==> src/rtl/switch_pkg.sv <==
// Shared definitions for the AXI Stream switch: arbiter state encoding,
// default port counts shared with mux_unit, and a one-hot to binary helper.
package switch_pkg;

  typedef enum logic {
    ARB_IDLE = 1'b0,
    ARB_BUSY = 1'b1
  } arb_state_t;

  localparam int DEFAULT_S_DATA_COUNT = 10;
  localparam int DEFAULT_M_DATA_COUNT = 10;

  // Widest vector the helper below accepts; callers zero-extend into it.
  localparam int MAX_PORTS = 32;
  localparam int MAX_ID_W  = 5;

  function automatic logic [MAX_ID_W-1:0] onehot_to_bin(input logic [MAX_PORTS-1:0] oh);
    logic [MAX_ID_W-1:0] bin;
    bin = '0;
    for (int i = 0; i < MAX_PORTS; i++) begin
      if (oh[i]) bin = bin | MAX_ID_W'(i);
    end
    return bin;
  endfunction

endpackage

==> src/rtl/rr_priority_encoder.sv <==
// Combinational round-robin find-first: searches the masked request vector
// upward from ptr_i with wrap-around, using a doubled copy of the vector.
module rr_priority_encoder
  import switch_pkg::*;
#(
  parameter int N   = DEFAULT_S_DATA_COUNT,
  parameter int IDW = $clog2(N)
) (
  input  logic [N-1:0]   req_i,
  input  logic [N-1:0]   mask_i,
  input  logic [IDW-1:0] ptr_i,
  output logic [IDW-1:0] idx_o,
  output logic [N-1:0]   onehot_o,
  output logic           found_o
);

  logic [N-1:0]   w_req;
  logic [2*N-1:0] w_dbl;
  logic [2*N-1:0] w_hit;

  assign w_req = req_i & ~mask_i;
  assign w_dbl = {w_req, w_req};

  // Scanning from ptr_i through the doubled vector covers every index once.
  always_comb begin
    w_hit   = '0;
    found_o = 1'b0;
    for (int k = 0; k < 2*N; k++) begin
      if (!found_o && (k >= int'(ptr_i)) && w_dbl[k]) begin
        w_hit[k] = 1'b1;
        found_o  = 1'b1;
      end
    end
  end

  assign onehot_o = w_hit[N-1:0] | w_hit[2*N-1:N];
  assign idx_o    = IDW'(onehot_to_bin(MAX_PORTS'(onehot_o)));

  if (N < 2 || N > MAX_PORTS) begin : g_bad_n
    $error("rr_priority_encoder: N out of supported range");
  end

endmodule

==> src/rtl/mux_arbiter.sv <==
// Round-robin packet arbiter for one switch output channel; holds the grant
// until the last beat is accepted. Optional stall watchdog: MUX_ARBITER_WATCHDOG_EN.
module mux_arbiter
  import switch_pkg::*;
#(
  parameter int S_DATA_COUNT   = DEFAULT_S_DATA_COUNT,
  parameter int M_DATA_COUNT   = DEFAULT_M_DATA_COUNT,
  parameter int T_DEST_WIDTH   = $clog2(M_DATA_COUNT),
  parameter int T_ID_WIDTH     = $clog2(S_DATA_COUNT),
  parameter int NUM_CHANNEL    = 0,
  parameter int TIMEOUT_CYCLES = 256
) (
  input  logic                                     clk,
  input  logic                                     reset,
  input  logic [S_DATA_COUNT-1:0][T_DEST_WIDTH-1:0] s_dest_i,
  input  logic [S_DATA_COUNT-1:0]                  s_valid_i,
  input  logic [S_DATA_COUNT-1:0]                  s_last_i,
  input  logic                                     m_ready_i,
  output logic [S_DATA_COUNT-1:0]                  grant_o,
  output logic [T_ID_WIDTH-1:0]                    grant_id_o,
  output logic                                     grant_valid_o,
  output logic                                     timeout_o
);

  arb_state_t              r_state;
  logic [S_DATA_COUNT-1:0] r_grant;
  logic [T_ID_WIDTH-1:0]   r_grant_id;
  logic [T_ID_WIDTH-1:0]   r_rr_ptr;
  logic                    r_grant_valid;
  logic                    r_timeout;

  logic [S_DATA_COUNT-1:0] w_req;
  logic [S_DATA_COUNT-1:0] w_win_oh;
  logic [T_ID_WIDTH-1:0]   w_win_id;
  logic [T_ID_WIDTH-1:0]   w_ptr;
  logic [T_ID_WIDTH-1:0]   w_next_ptr;
  logic                    w_found;
  logic                    w_acc;
  logic                    w_done;
  logic                    w_wd_fire;

  always_comb begin
    w_req = '0;
    for (int i = 0; i < S_DATA_COUNT; i++) begin
      w_req[i] = s_valid_i[i] && (int'(s_dest_i[i]) == NUM_CHANNEL)
                 && (int'(s_dest_i[i]) < M_DATA_COUNT);
    end
  end

  assign w_acc      = r_grant_valid && s_valid_i[r_grant_id] && m_ready_i;
  assign w_done     = w_acc && s_last_i[r_grant_id];
  assign w_next_ptr = (r_grant_id == T_ID_WIDTH'(S_DATA_COUNT-1)) ? '0 : r_grant_id + 1'b1;

  // While busy the only arbitration that matters is at packet end, so search
  // from just past the finishing source; r_grant masks it out (zero when idle).
  assign w_ptr = (r_state == ARB_BUSY) ? w_next_ptr : r_rr_ptr;

  rr_priority_encoder #(
    .N   (S_DATA_COUNT),
    .IDW (T_ID_WIDTH)
  ) u_rr_enc (
    .req_i    (w_req),
    .mask_i   (r_grant),
    .ptr_i    (w_ptr),
    .idx_o    (w_win_id),
    .onehot_o (w_win_oh),
    .found_o  (w_found)
  );

`ifdef MUX_ARBITER_WATCHDOG_EN
  localparam int WD_W = $clog2(TIMEOUT_CYCLES+1);

  logic [WD_W-1:0] r_wd_cnt;
  logic            w_stall;

  assign w_stall   = (r_state == ARB_BUSY) && !s_valid_i[r_grant_id];
  assign w_wd_fire = w_stall && (r_wd_cnt == WD_W'(TIMEOUT_CYCLES-1));

  // Idle, valid-high and fresh-grant cycles all leave w_stall low, clearing it.
  always_ff @(posedge clk) begin
    if (reset) begin
      r_wd_cnt <= '0;
    end else if (!w_stall || w_wd_fire) begin
      r_wd_cnt <= '0;
    end else begin
      r_wd_cnt <= r_wd_cnt + 1'b1;
    end
  end
`else
  assign w_wd_fire = 1'b0;
`endif

  always_ff @(posedge clk) begin
    if (reset) begin
      r_state       <= ARB_IDLE;
      r_grant       <= '0;
      r_grant_id    <= '0;
      r_grant_valid <= 1'b0;
      r_timeout     <= 1'b0;
      r_rr_ptr      <= '0;
    end else begin
      r_timeout <= 1'b0;
      case (r_state)
        ARB_IDLE: begin
          if (w_found) begin
            r_state       <= ARB_BUSY;
            r_grant       <= w_win_oh;
            r_grant_id    <= w_win_id;
            r_grant_valid <= 1'b1;
          end
        end
        ARB_BUSY: begin
          if (w_done || w_wd_fire) begin
            r_rr_ptr  <= w_next_ptr;
            r_timeout <= w_wd_fire;
            if (w_done && w_found) begin
              r_grant    <= w_win_oh;
              r_grant_id <= w_win_id;
            end else begin
              r_state       <= ARB_IDLE;
              r_grant       <= '0;
              r_grant_id    <= '0;
              r_grant_valid <= 1'b0;
            end
          end
        end
        default: r_state <= ARB_IDLE;
      endcase
    end
  end

  assign grant_o       = r_grant;
  assign grant_id_o    = r_grant_id;
  assign grant_valid_o = r_grant_valid;
  assign timeout_o     = r_timeout;

  if (TIMEOUT_CYCLES < 2) begin : g_bad_timeout
    $error("mux_arbiter: TIMEOUT_CYCLES must be at least 2");
  end

endmodule

==> config.mk <==
export PLATFORM = sky130hd
export DESIGN_NAME = mux_arbiter
export DESIGN_NICKNAME = d
export VERILOG_FILES = /design/src/rtl/switch_pkg.sv /design/src/rtl/rr_priority_encoder.sv /design/src/rtl/mux_arbiter.sv
export SDC_FILE = /design/constraint.sdc
export NUM_CORES = 1
export LEC_CHECK = 0
export CAP_MARGIN = 20
export CORE_UTILIZATION = 43
export DETAILED_ROUTE_END_ITERATION = 12
export PLACE_DENSITY_LB_ADDON = 0.15
export SYNTH_ARGS = -nofsm -noshare
export SYNTH_HDL_FRONTEND = slang
export SYNTH_SLANG_ARGS = --single-unit
==> constraint.sdc <==
create_clock -name clk -period 3 [get_ports clk]
set_clock_uncertainty 0.05 [all_clocks]
set_input_delay 0.3 -clock clk [delete_from_list [all_inputs] [get_ports clk]]
set_output_delay 0.3 -clock clk [all_outputs]
set_load 0.005 [all_outputs]
Word-level counts from Yosys, hierarchy flattened
Index checks and enable logic that the tools add are counted.
{ "classes": {"addsub": 1, "n_lt_le_gt_ge": 26, "n_eq_ne": 4, "muxes": 70, "bitwise_logic": 4, "n_reduce_logical": 90} }
{ "ops": {"columns": ["cell", "count"], "rows": [
  ["$logic_and 1x1->1", 58],
  ["$mux 1", 48],
  ["$logic_not 4->1", 10],
  ["$lt 4x4->1 const B", 10],
  ["$mux 10", 3],
  ["$ge 4x4->1 const A", 7],
  ["$mux 4", 7],
  ["$pmux 10 s2", 1],
  ["$logic_not 1->1", 19],
  ["$ge 3x4->1 const A", 4],
  ["$mux 3", 4],
  ["$and 10x10->10", 1],
  ["$not 10->10", 1],
  ["$or 10x10->10", 1],
  ["$bmux 1 s4", 2],
  ["$ge 1x4->1 const A", 2],
  ["$ge 2x4->1 const A", 2],
  ["$pmux 4 s2", 1],
  ["$lt 4x5->1 const B", 1],
  ["$add 4x1->4 const B", 1],
  ["$eq 4x4->1 const B", 1],
  ["$mux 2", 2],
  ["$ne 2x2->1 const B", 2],
  ["$pmux 1 s2", 2],
  ["4 further kinds", 5]
]} }
{ "word_totals": {"regBits": 20, "word_cells": 200} }

Logic depth before layout (Yosys ltp)
{ "depth": {"ltp_word": 90, "ltp_mapped": 11, "mapped_depth_nobuf": 9} }

By module
Synthesis repeated with hierarchy kept, for this count alone.
{ "hier_totals": {"cells_unflattened": 303, "area_unflattened_um2": 2253.4} }
{ "modules_own_cells": {"columns": ["mod", "instances", "cells_per_inst", "area_per_inst_um2", "seq_area_each_um2"], "rows": [
  ["mux_arbiter", 1, 208, 1626.6, 400.4],
  ["rr_priority_encoder", 1, 95, 626.9, 0.0]
]} }

Worst setup path after synthesis
No wires, ideal clock.
{ "synth_timing": {"path_kind": "register -> register", "from": "reg r_grant_id[0], in the netlist grant_id_o[0]", "to": "reg r_grant_id[1], in the netlist grant_id_o[1]", "t_arrival_ns": 2.134, "t_required_ns": 2.818, "setup_slack_ns": 0.684, "path_stages_with_launch": 10, "n_path_buf": 0, "period_less_slack_ns": 2.316, "cell_sequence": "dfxtp_1 mux2_2 o221ai_1 o21ai_1 o31ai_4 nor2_1 nand3_1 o22ai_2 o41ai_1 a21oi_1"} }
{ "synth_via": {"elab_chain_cells": 81} }
{ "synth_rtl": {"columns": ["item", "line", "source"], "rows": [
  ["from (decl)", "mux_arbiter.sv:27", "logic [T_ID_WIDTH-1:0] r_grant_id;"],
  ["from (signal assigned)", "mux_arbiter.sv:108", "r_grant_id <= w_win_id;"],
  ["from (signal assigned)", "mux_arbiter.sv:118", "r_grant_id <= w_win_id;"],
  ["$add 4x1->4 or $eq 4x4->1 (tied branches)", "mux_arbiter.sv:52", "assign w_next_ptr = (r_grant_id == T_ID_WIDTH'(S_DATA_COUNT-1)) ? '0 : r_grant_id + 1'b1;"],
  ["$mux 4", "mux_arbiter.sv:52", null],
  ["$mux 4", "mux_arbiter.sv:56", "assign w_ptr = (r_state == ARB_BUSY) ? w_next_ptr : r_rr_ptr;"],
  ["$ge 1x4->1", "rr_priority_encoder.sv:29", "if (!found_o && (k >= int'(ptr_i)) && w_dbl[k]) begin"],
  ["$logic_and 1x1->1", "rr_priority_encoder.sv:29", null],
  ["$mux 1", "rr_priority_encoder.sv:29", null],
  ["$logic_not 1->1", "rr_priority_encoder.sv:29", null],
  ["$logic_and 1x1->1 (2 in series)", "rr_priority_encoder.sv:29", null],
  ["[... 64 more ...]", null, null],
  ["$mux 1", "rr_priority_encoder.sv:29", null],
  ["$logic_not 1->1", "rr_priority_encoder.sv:29", null],
  ["$logic_and 1x1->1", "rr_priority_encoder.sv:29", null],
  ["$mux 1", "rr_priority_encoder.sv:29", null],
  ["$logic_and 1x1->1", "mux_arbiter.sv:116", "if (w_done && w_found) begin"],
  ["$mux 4", "mux_arbiter.sv:116", null],
  ["$mux 4", "mux_arbiter.sv:113", "if (w_done || w_wd_fire) begin"],
  ["$pmux 4 s2", "mux_arbiter.sv:103", "case (r_state)"]
]} }
Parallel ways exist; a longest one is shown, timed or not. The select of a mux whose other input is x is not followed.
A chain may end at the register's enable or synchronous reset.

Worst setup path after layout
Same ends and word-level chain as after synthesis.

==> impl_metrics.toml <==
[worst_setup_path]
crit_type = "register to register"
crit_chain = "mux2_2 -> o221ai_1 -> o21ai_1 -> o31ai_4 -> nor2_1 -> nand3_1 -> o32ai_2 -> o41ai_1 -> a21oi_1"
path_buf_inv = 0
cp_top_family = "compound AO/OA/AOI/OAI gates"
worst-path-max-fanout = 9
slowest_stage = "dfxtp_1"
worstPathArrival_ns = 2.89
start_kind = "register"
max_stage_delay_ns = 0.57
required_ns = 3.06
end_kind = "register"

[power]
internal-power_mw = 0.568
power_frac_comb_pct = 38.9
total_power_mw = 0.830
p_leak_nw = 1.05
seqPwrFrac_pct = 35.8
p_sw_mw = 0.262
netSwitchingFraction_pct = 31.6
pwr-share-clk_pct = 25.4
worst_ir_drop_vdd_uv = 166
power_density_mw_per_mm2 = 291

[global_routing]
gr-total-overflow = 0
track_usage_pct = 28.1
grt_pass1_wl_um = 9380
antenna_found_initial = 0
grt_max_degree = 22
grt_pass1_vias = 2032

[placement]
dp_hpwl_um = 5010
dp_cells = 373
dpl-instance-area_mm2 = 0.00280
preCtsSetupSlack_ns = 0.0677
port_buffers = 77
place_congestion = 0.905

[routing]
routedWlPerCell_um = 16.3
drcViolationCount = 0
vias = 2190
detail_route.iter0.violations = 170
vias_per_cell = 5.81
dr.pass1.iters = 4
ant_nets = 0
postRouteWirelength_um = 6130

[sta]
finalHoldWorstSlack_ns = 0.429
finalCritPeriodShare_pct = 94.4
fin_ws_ns = 0.169
tns_ns = 0
slew_headroom_pct = 46.1
worst_slew_pin_slew_ns = 0.805
setup_viol = 0
fin_crit_ns = 2.83
slew_violations = 0
max_freq_mhz = 353
hold_viol_final = 0
grt_setup_unrepaired = "false"

[floorplanning]
ios = 79
core-area_mm2 = 0.00406
dieWidth_um = 67.5
start_util_pct = 45.5
num_rows = 23
die_area_mm2 = 0.00456
die_height_um = 67.5

[clock_network]
cts_tree = "yes"
cts_resized = 0
cts.sinks = 20
htreeDepth = 1
numCtsBuffers = 3
cts_hold_buf = 0
clockRootBuffer = "clkbuf_8"
cts_setup_buffers = 0
clkTransAtPathRegs_ns = 0.07
clk_path_buf_depth = 2
clkLatencyLatePin_ns = 0.27

[synth]
syn_nets = 297
synth_enable_flop_cells = 0
synth_top_area_share_pct = 21.7
yosys.cell_count.top_type = "nand2_1"
ys_warn_count = 0
synthTopCellsByCount = "31 x nand2_1, 20 x dfxtp_1, 16 x a21oi_1, 16 x nor2_1, 10 x nand3_1"
synth_cell_types = 74
ys_seq_elements = 20
ys.flop_type = "dfxtp_1"
syn_area_mm2 = 0.00185
syn_inst = 234
synth_area_leaders = "dfxtp_1 22%, nand2_1 6.3%, a21oi_1 4.3%, nor2_1 3.3%, a22oi_1 2.8%"
avgSynthCellArea_um2 = 7.89
yosys.area.top_type = "dfxtp_1"
async_flop_share_pct = 0
ys_seq_area_share_pct = 21.7

[final_layout]
syn2layout_area_growth_pct = 54.4
final_area_mm2 = 0.00285
seq_area_um2 = 400
final_util_pct = 70.2
fillerInstances = 367
multi_input_comb_area_mm2 = 0.00135
nets = 391
drive_gt1_share_pct = 18.7
fin_cells = 377
antennaDiodeCount = 0

[worst_hold_path]
min_path_type = "register to register"

[run]
maxCapViolCount = 0

[run_status]
outcome = "complete, no violations"
==> placed cells by master (no fill, tap or decap), types with 3 or more instances in the layout <==
cell type and count:
a31oi_1 3, nor4_1 7, nand3b_1 6, a22oi_1 7
nand2_1 31, inv_1 5, clkdlybuf4s50_1 77, clkbuf_8 4
nor2b_1 4, a21oi_1 16, o21a_1 3, nand2b_1 3
buf_4 23, nand3_1 10, a211oi_1 3, o211ai_1 3
o21ai_1 5, dfxtp_1 20, nor3_1 7, o21ai_0 4
and3b_1 4, or4b_1 3, and3_1 3, nor2_1 16
==> layer usage <==
metal  vias up  routed length (um)  global-route usage (%)
li1       1078                   -                       -
met1      1003                2620                    33.3
met2        96                2970                    49.0
met3        13                 420                    5.57
met4         0                 115                    10.6
met5         -                   0                       0
==> registers in the layout (all words and copies together) (netlist names) <==
name and cells:
grant_id_o 4, grant_o 10, grant_valid_o 1, r_rr_ptr 4
r_state 1
==> layout make-up <==
class / count / area share, %
inverters: 6 / 0.790
well taps: 50 / 2.19
flip-flops and latches: 20 / 14.0
repair buffers: 101 / 33.8
clock buffers: 4 / 1.93
multi-input cells: 196 / 47.2
==> cells by family after synthesis <==
| family | after synthesis | share of synthesized area, % |
|---|---|---|
| DFF | 20 | 21.7 |
| other | 1 | 0.203 |
| and+or+nand+nor | 117 | 37.4 |
| xor gates and xnor gates | 1 | 0.475 |
| buffers and inverters | 18 | 5.36 |
| muxes | 3 | 1.69 |
| AOI/OAI and AO/OA | 74 | 33.2 |
==> power groups by stage <==
| stage | combinational (mW) | clock, mW | sequential, mW |
|---|---|---|---|
| final | 0.322 | 0.210 | 0.297 |
| after CTS | 0.321 | 0.211 | 0.296 |
| after floorplan | 0.166 | 0 | 0.292 |
| after global routing | 0.347 | 0.229 | 0.299 |
| after global placement | 0.316 | 0 | 0.302 |
| after detailed placement | 0.320 | 0 | 0.302 |
==> path summary, 6_finish.rpt <==
path         slack (ns)  cells past startpoint                         end                  startpoint
max                0.17                      9  grant_id_o[1]$_SDFFE_PP0P_  grant_id_o[0]$_SDFFE_PP0P_
min                0.43                      2     grant_o[4]$_SDFFE_PP0P_     grant_o[4]$_SDFFE_PP0P_
min reg2reg        0.43                      2     grant_o[4]$_SDFFE_PP0P_     grant_o[4]$_SDFFE_PP0P_
max reg2reg        0.17                      9  grant_id_o[1]$_SDFFE_PP0P_  grant_id_o[0]$_SDFFE_PP0P_
==> worst register-to-register path: cells and delay by family (launching register included) <==
| kind | cells | cell delay [ns] |
|---|---|---|
| AO/OA/AOI/OAI | 6 | 1.43 |
| AND/OR/NAND/NOR | 2 | 0.25 |
| flip-flops | 1 | 0.57 |
| multiplexers | 1 | 0.39 |
(Power assumes the default switching activity.)
